[src/rtl/mem_bus_arbiter.sv]
// mem_bus_arbiter: shares one single-port memory bus between the
// instruction-fetch port and the data-access port, with a bus watchdog.
module mem_bus_arbiter #(
    parameter int ADDR_W  = 32,
    parameter int DATA_W  = 32,
    parameter int BSEL_W  = 4,
    parameter int TIMEOUT = 255
) (
    input  logic              clk,
    input  logic              rst,
    input  logic              if_req,
    input  logic [ADDR_W-1:0] if_addr,
    output logic [DATA_W-1:0] if_rdata,
    output logic              if_ack,
    input  logic              mem_req,
    input  logic              mem_we,
    input  logic [ADDR_W-1:0] mem_addr,
    input  logic [DATA_W-1:0] mem_wdata,
    input  logic [BSEL_W-1:0] mem_bsel,
    output logic [DATA_W-1:0] mem_rdata,
    output logic              mem_ack,
    output logic              bus_en,
    output logic              bus_we,
    output logic [ADDR_W-1:0] bus_addr,
    output logic [DATA_W-1:0] bus_wdata,
    output logic [BSEL_W-1:0] bus_bsel,
    input  logic [DATA_W-1:0] bus_rdata,
    input  logic              bus_ready,
    output logic              bus_err
);

    typedef enum logic [1:0] {
        IDLE,
        BUS_IF,
        BUS_MEM
    } state_t;

    // The watchdog fires when the last allowed stall cycle is reached.
    localparam logic [7:0] CNT_LAST = 8'(TIMEOUT - 1);

    state_t     state;
    logic [7:0] cnt;
    logic       last_mem;
    logic       elig_if;
    logic       elig_mem;
    logic       grant_if;
    logic       grant_mem;
    logic       timeout_hit;
    logic [7:0] cnt_inc;

    // Eligibility (a port is not re-granted while its ack is high) and tie-break.
    always_comb begin
        elig_if     = if_req & ~if_ack;
        elig_mem    = mem_req & ~mem_ack;
        grant_mem   = elig_mem & ~(elig_if & last_mem);
        grant_if    = elig_if & ~grant_mem;
        timeout_hit = (cnt >= CNT_LAST);
        cnt_inc     = (cnt == 8'hFF) ? cnt : cnt + 8'd1;
    end

    // Arbiter FSM with all outputs registered.
    always_ff @(posedge clk) begin
        if (!rst) begin
            state     <= IDLE;
            cnt       <= '0;
            last_mem  <= 1'b0;
            bus_en    <= 1'b0;
            bus_we    <= 1'b0;
            bus_addr  <= '0;
            bus_wdata <= '0;
            bus_bsel  <= '0;
            bus_err   <= 1'b0;
            if_ack    <= 1'b0;
            mem_ack   <= 1'b0;
            if_rdata  <= '0;
            mem_rdata <= '0;
        end else begin
            if_ack  <= 1'b0;
            mem_ack <= 1'b0;
            bus_err <= 1'b0;
            case (state)
                IDLE: begin
                    cnt <= '0;
                    if (grant_mem) begin
                        state     <= BUS_MEM;
                        last_mem  <= 1'b1;
                        bus_en    <= 1'b1;
                        bus_we    <= mem_we;
                        bus_addr  <= mem_addr;
                        bus_wdata <= mem_wdata;
                        bus_bsel  <= mem_bsel;
                    end else if (grant_if) begin
                        state     <= BUS_IF;
                        last_mem  <= 1'b0;
                        bus_en    <= 1'b1;
                        bus_we    <= 1'b0;
                        bus_addr  <= if_addr;
                        bus_wdata <= '0;
                        bus_bsel  <= '1;
                    end
                end
                BUS_IF: begin
                    if (bus_ready) begin
                        if_rdata <= bus_rdata;
                        if_ack   <= 1'b1;
                        bus_en   <= 1'b0;
                        bus_we   <= 1'b0;
                        state    <= IDLE;
                    end else begin
                        cnt <= cnt_inc;
                        if (timeout_hit) begin
                            if_rdata <= '0;
                            if_ack   <= 1'b1;
                            bus_err  <= 1'b1;
                            bus_en   <= 1'b0;
                            bus_we   <= 1'b0;
                            state    <= IDLE;
                        end
                    end
                end
                BUS_MEM: begin
                    if (bus_ready) begin
                        if (!bus_we) begin
                            mem_rdata <= bus_rdata;
                        end
                        mem_ack <= 1'b1;
                        bus_en  <= 1'b0;
                        bus_we  <= 1'b0;
                        state   <= IDLE;
                    end else begin
                        cnt <= cnt_inc;
                        if (timeout_hit) begin
                            mem_rdata <= '0;
                            mem_ack   <= 1'b1;
                            bus_err   <= 1'b1;
                            bus_en    <= 1'b0;
                            bus_we    <= 1'b0;
                            state     <= IDLE;
                        end
                    end
                end
                default: state <= IDLE;
            endcase
        end
    end

endmodule

[config.mk]
export PLATFORM = sky130hd
export DESIGN_NAME = mem_bus_arbiter
export DESIGN_NICKNAME = d
export VERILOG_FILES = /design/src/rtl/mem_bus_arbiter.sv
export SDC_FILE = /design/constraint.sdc
export NUM_CORES = 1
export LEC_CHECK = 0
export CORE_MARGIN = 2
export CORE_UTILIZATION = 41
export CTS_BUF_LIST = sky130_fd_sc_hd__clkbuf_8 sky130_fd_sc_hd__clkbuf_16
export CTS_CLUSTER_DIAMETER = 40
export CTS_CLUSTER_SIZE = 40
export DETAILED_ROUTE_END_ITERATION = 12
export MAX_ROUTING_LAYER = met4
export PLACE_DENSITY = 0.89
export SYNTH_ARGS = -nofsm -noshare
export SYNTH_HDL_FRONTEND = slang
export SYNTH_SLANG_ARGS = --single-unit
export TNS_END_PERCENT = 50
[constraint.sdc]
create_clock -name clk -period 1.9 [get_ports clk]
set_input_delay 0.38 -clock clk [delete_from_list [all_inputs] [get_ports clk]]
set_output_delay 0.38 -clock clk [all_outputs]
set_load 0.02 [all_outputs]
==> results.py, run 1 <==
metrics = {
    "status": {
        "status": "finished, final reports clean",
    },
    "synth": {
        "synth_ff_type": "dfxtp_1",
        "async_reset_ff_share_pct": 0,
        "synth_cells": 615,
        "synth_area_um2": 5880,
        "synth_warnings": 0,
        "synth_edf_count": 0,
        "synthTopCellsByCount": "148 x dfxtp_1, 74 x nand2_1, 37 x and3_1",
        "synth_fp_nets": 759,
        "yosysSeqAreaShare_pct": 50.4,
        "yosysUniqueCellTypes": 47,
        "syn_avg_cell_area_um2": 9.56,
        "yosysTopAreaCellShare_pct": 50.4,
        "yosys.cell_count.top_type": "dfxtp_1",
        "synth_top_area_cell": "dfxtp_1",
        "ys_ff_latch": 148,
        "synthTopCellsByArea": "dfxtp_1 50%, a22o_1 4.8%, nand2_1 4.7%, o21a_1 4.3%, a22oi_1 4.1%",
    },
    "power": {
        "sequentialPowerShare_pct": 38.4,
        "sw_frac_of_total_pct": 27.5,
        "cell_internal_pwr_uw": 6660,
        "power.switching_uw": 2520,
        "pwr-share-comb_pct": 24.2,
        "p_per_area_nw_per_um2": 965,
        "clockPowerShare_pct": 37.4,
        "ir_drop_mv": 0.600,
        "p_leak_uw": 0.00375,
    },
    "floorplanning": {
        "dieWidth_um": 124,
        "std_cell_rows": 43,
        "die-area_um2": 15300,
        "start_util_pct": 42.2,
        "core_area_um2": 13900,
        "ios": 275,
        "die_h_um": 124,
    },
    "critical_path": {
        "required_ns": 1.52,
        "rrSetupSlack_ns": 0.17,
        "end_kind": "primary output",
        "r2r_end": "if_rdata[1]",
        "crit_type": "reg -> out",
        "rr_worst_depth": 6,
        "cp-startpoint": "bus_addr[23]",
        "crit_buf_inv": 1,
        "crit_cells": 1,
        "crit_slowest_cell": "clkdlybuf4s50_1",
        "cpPeakStageDelay_ns": 0.63,
        "cp_cell_sequence": "clkdlybuf4s50_1",
        "cp-start-kind": "flip-flop",
        "cp.arrival_ns": 1.41,
        "rr_startpoint": "cnt[1]",
        "crit_end": "bus_addr[23]",
        "crit_family": "buffers and inverters",
        "worstPathMaxFanout": 2,
    },
    "place": {
        "io_buffers": 274,
        "routabilityCongestion": 0.838,
        "place_ws_ns": -0.0527,
        "placed_area_um2": 8910,
        "hpwl_mm": 12.3,
    },
    "clock_tree": {
        "cts_tree": "built",
        "clkLatencyLatePin_ns": 0.41,
        "cts_made_buffers": 17,
        "clkTransAtPathRegs_ns": 0.06,
        "root_buffer": "clkbuf_16",
        "clk_path_buf_depth": 2,
        "cts.sinks": 148,
        "htreeDepth": 4,
    },
    "grt": {
        "gr-total-overflow": 0,
        "grt_pass1_vias": 5622,
        "grt_pass1_wl_mm": 28.2,
        "grt_max_degree": 71,
        "antenna_found_initial": 0,
        "grt_usage_pct": 24.3,
    },
    "sta": {
        "hold_violations": 0,
        "setup_ws_ns": 0.109,
        "rsz0062_at_grt": "no",
        "finalSetupViolations": 0,
        "max_freq_ghz": 0.558,
        "period_share_pct": 94.3,
        "slew_viol_final": 0,
        "period_needed_ns": 1.79,
        "hold_slack_ns": 0.361,
        "clock_skew_ns": 0.0101,
        "worstMarginPinSlew_ns": 0.475,
        "slew_headroom_pct": 68.3,
    },
    "route": {
        "via_per_inst": 5.37,
        "firstDrtPassIters": 4,
        "detail_route.iter0.violations": 330,
        "drc": 0,
        "num_vias": 5723,
        "final_antenna_net_count": 0,
        "wire_per_inst_um": 17.1,
        "wirelength_mm": 18.2,
    },
    "final_layout": {
        "stdcell_area_um2": 9520,
        "antenna_cells": 0,
        "fin_util_pct": 68.3,
        "drive_above_1_share_pct": 7.56,
        "layout.nets": 1019,
        "areaGrowthSynthToFinish_pct": 62.0,
    },
    "min_path": {
        "hp-class": "in -> reg",
    },
    "flow_run": {
        "maxCapViolations": 0,
    },
}
-- cell type report --
type / instances / area (um2)
fillers: 1030 / 4410
flip-flops and latches: 148 / 2960
multi-input cells: 407 / 2670
clock buffers: 21 / 480
well taps: 180 / 225
inverters: 5 / 18.8
clock inverters: 9 / 128
repair buffers: 296 / 3040
-- cell families (layout without fill, tap and decap cells) --
family	after synthesis	in the layout	synth area share, %
buffers and inverters	60	331	4.62
DFF	148	148	50.4
adders and majority gates	6	6	1.28
and+or+nand+nor	170	170	15.2
AOI/OAI and AO/OA	231	231	28.5
-- worst min path at each step --
stage | start | endpoint | slack (ns) | cells after the start
after floorplan | state[1] | state[1] | 0.47 | 2
after global placement | if_rdata[29] | if_rdata[29] | 0.46 | 1
after detailed placement | if_rdata[10] | if_rdata[10] | 0.46 | 1
after CTS | rst | bus_err | 0.35 | 4
after global routing | rst | bus_err | 0.39 | 4
final | rst | bus_err | 0.36 | 4
-- power by group through the flow --
| stage | sequential (uW) | clock, uW | combinational [uW] |
|---|---|---|---|
| finish | 3530 | 3430 | 2220 |
| global route | 3560 | 3620 | 2380 |
| CTS | 3530 | 3490 | 2230 |
| detailed placement | 3590 | 0 | 2210 |
| global placement | 3580 | 0 | 2180 |
| floorplan | 3890 | 0 | 766 |
-- registers in the layout (all words and copies together) (netlist names) --
register	count
bus_wdata	32
bus_addr	32
cnt	8
state	2
if_ack	1
bus_bsel	4
bus_err	1
if_rdata	32
bus_we	1
bus_en	1
last_mem	1
mem_ack	1
mem_rdata	32
-- worst reg2reg max path, stage by stage (launching register included) --
cell and delay, ns:
dfxtp_1 0.44, ha_1 0.22, o211ai_2 0.16, o21bai_1 0.30
a21boi_2 0.12, buf_12 0.18, a22o_1 0.21
-- routing by layer --
layer,vias to the layer above,share of wire (%),GRT usage [%]
met5,-,0,-
met4,0,3.2,9.94
met3,43,7.1,5.91
met2,231,49,40.0
met1,2702,41,28.7
li1,2747,-,-
-- cell usage in the layout (no fill, tap or decap), types with 2 or more instances in the layout --
cell             instances
a21boi_0                 3
a21boi_1                30
a21oi_1                  4
a22o_1                  32
a22oi_1                 32
a31oi_1                 34
and2b_1                  2
and3_1                  37
buf_12                  11
buf_4                   12
bufinv_16                3
clkbuf_16               17
clkbuf_8                 4
clkdlybuf4s50_1        273
clkinv_2                 2
clkinvlp_4               2
dfxtp_1                148
ha_1                     5
inv_1                    6
nand2_1                 74
nand2b_1                 3
nand3_1                  4
nand4_1                  2
nor2_1                   3
nor2b_1                 35
nor3_1                   3
o21a_1                  34
o21ai_0                 31
o21ai_1                  9
o221a_2                  6
o31a_1                   3
-- through the flow --
stage,cells,power (uW),TNS [ns]
final,1066,9190,0
after global routing,1066,9570,0
after CTS,1066,9250,0
after detailed placement,1036,5800,-0.376
after global placement,1036,5770,0
after floorplan,615,4660,0
-- timing repair --
action | 4_1_cts | 5_1_grt
hold buffers | 0 | 0
resized for setup | 0 | 1
endpoints found under the hold margin | 0 | 0
buffers inserted | 0 | 0
endpoints found under the setup margin | 0 | 1
Note: power is estimated with default switching activity, not from simulation.
==> run 2, diff against run 1 <==
CAP_MARGIN = 10   (was default)
==> results of run 2 <==
No change in the layout: final DEF, timing and power equal those of run 1.
==> run 3, diff against run 2 <==
CTS_BUF_LIST = default   (was sky130_fd_sc_hd__clkbuf_8 sky130_fd_sc_hd__clkbuf_16)
CTS_CLUSTER_SIZE = 12   (was 40)
SLEW_MARGIN = 10   (was default)
==> run 3 against run 2 <==
Compared with the run above:
- via count grew 0.21%
- first-iteration DRC count grew 0.30%
- non-clock buffer count is the same
- largest cell class unchanged
- highest routed layer unchanged
==> results.py, run 3 (synthesis results as in run 1) <==
metrics = {
    "status": {
        "status": "finished, final reports clean",
    },
    "route": {
        "wirelength_mm": 18.2,
        "firstDrtPassIters": 4,
        "drc": 0,
        "via_per_inst": 5.38,
        "num_vias": 5735,
        "detail_route.iter0.violations": 331,
        "wire_per_inst_um": 17.1,
        "final_antenna_net_count": 0,
    },
    "clock_tree": {
        "clkTransAtPathRegs_ns": 0.06,
        "clk_path_buf_depth": 2,
        "root_buffer": "clkbuf_16",
        "clkLatencyLatePin_ns": 0.41,
        "cts_tree": "built",
        "cts.sinks": 148,
        "htreeDepth": 4,
        "hold_buffers": 0,
        "cts_made_buffers": 17,
    },
    "grt": {
        "gr-usage-met3_pct": 5.91,
        "antenna_found_initial": 0,
        "met1_usage_pct": 28.7,
        "grt_max_degree": 71,
        "grtUsageMet2_pct": 40.0,
        "gr-total-overflow": 0,
        "busiest_layer": "met2",
        "grt_pass1_wl_mm": 28.2,
        "grt_usage_pct": 24.3,
        "grt_pass1_vias": 5622,
    },
    "critical_path": {
        "required_ns": 1.52,
        "cp.arrival_ns": 1.41,
        "cpPeakStageDelay_ns": 0.63,
        "worstPathMaxFanout": 2,
        "cp_cell_sequence": "clkdlybuf4s50_1",
        "crit_family": "buffers and inverters",
        "cp-start-kind": "flip-flop",
        "end_kind": "primary output",
        "crit_type": "reg -> out",
        "crit_buf_inv": 1,
        "crit_slowest_cell": "clkdlybuf4s50_1",
    },
    "sta": {
        "rsz0062_at_grt": "no",
        "slew_viol_final": 0,
        "hold_violations": 0,
        "period_needed_ns": 1.79,
        "worstMarginPinSlew_ns": 0.470,
        "max_freq_ghz": 0.558,
        "period_share_pct": 94.3,
        "slew_headroom_pct": 68.7,
        "finalSetupViolations": 0,
        "tns_ns": 0,
        "clock_skew_ns": 0.0108,
    },
    "final_layout": {
        "multi_input_area_um2": 2670,
        "fill_cells": 1030,
        "seqCellArea_um2": 2960,
        "final_common_cell": "clkdlybuf4s50_1",
        "drive_above_1_share_pct": 7.56,
        "antenna_cells": 0,
        "fin_util_pct": 68.3,
        "final_cell_mix": "273 x clkdlybuf4s50_1, 148 x dfxtp_1, 74 x nand2_1",
        "layout.nets": 1019,
        "areaGrowthSynthToFinish_pct": 62.0,
    },
    "power": {
        "power_uw": 9190,
        "p_leak_uw": 0.00374,
        "ir_drop_mv": 0.600,
        "p_per_area_nw_per_um2": 965,
    },
    "floorplanning": {
        "ios": 275,
        "die-area_um2": 15300,
        "dieWidth_um": 124,
        "die_h_um": 124,
        "start_util_pct": 42.2,
        "std_cell_rows": 43,
        "core_area_um2": 13900,
    },
    "place": {
        "hpwl_mm": 12.3,
        "routabilityCongestion": 0.838,
        "io_buffers": 274,
    },
    "flow_run": {
        "maxCapViolations": 0,
    },
    "min_path": {
        "hp-class": "in -> reg",
    },
}
-- run 3: cell count changes in the layout (fill, tap and decap cells not counted) --
cell and delta:
inv_1 -1, clkbuf_1 +1
-- run 3: cell type report --
cell class | count | share of cell area (%)
clock buffer | 22 | 5.08
clock inverter | 8 | 1.30
inverter | 5 | 0.197
multi-input combinational | 407 | 28.0
sequential | 148 | 31.1
tap | 180 | 2.36
timing repair buffer | 296 | 32.0
-- run 3: report_power, final --
part,total [uW],internal (uW),leakage [uW],switching [uW]
sequential,3530,3380,0.00121,152
combinational,2220,1100,0.00224,1130
clock,3440,2190,0.000294,1250
total,9190,6670,0.00374,2530
-- run 3: worst paths after layout --
check	to	depth (start not counted)	start	slack, ns
max reg2reg	cnt[5]	6	cnt[0]	0.17
min	bus_err	4	rst	0.36
max	bus_addr[23]	1	bus_addr[23]	0.11
min reg2reg	if_rdata[26]	1	if_rdata[26]	0.47
-- run 3: stage by stage --
stage,area (um2),std cells,worst slack [ns],hold WS [ns]
2_1_floorplan,5880,615,0.261,0.469
3_3_place_gp,8910,1036,0.0178,0.457
3_5_place_dp,8910,1036,-0.0527,0.459
4_1_cts,9520,1066,0.0918,0.346
5_1_grt,9520,1066,0.0290,0.393
6_report,9520,1066,0.109,0.365
-- run 3: worst reg2reg max path: stages, from the launching register on --
cell and delay (ns):
dfxtp_1 0.31, buf_4 0.15, ha_1 0.23, nand3_1 0.23
nor2_1 0.09, or3_1 0.41, o31ai_1 0.22
-- run 3: what timing repair did --
action / CTS / global route
setup endpoints to repair: 0 / 1
buffers inserted: 0 / 0
hold endpoints to repair: 0 / 0
resized for setup: 0 / 1
-- run 3: per-layer routing --
metal / share of wire, % / vias up / routed length [um]
li1: - / 2751 / -
met4: 3.1 / 0 / 573
met2: 49 / 230 / 8900
met5: 0 / - / 0
met3: 7.0 / 40 / 1280
met1: 41 / 2714 / 7470
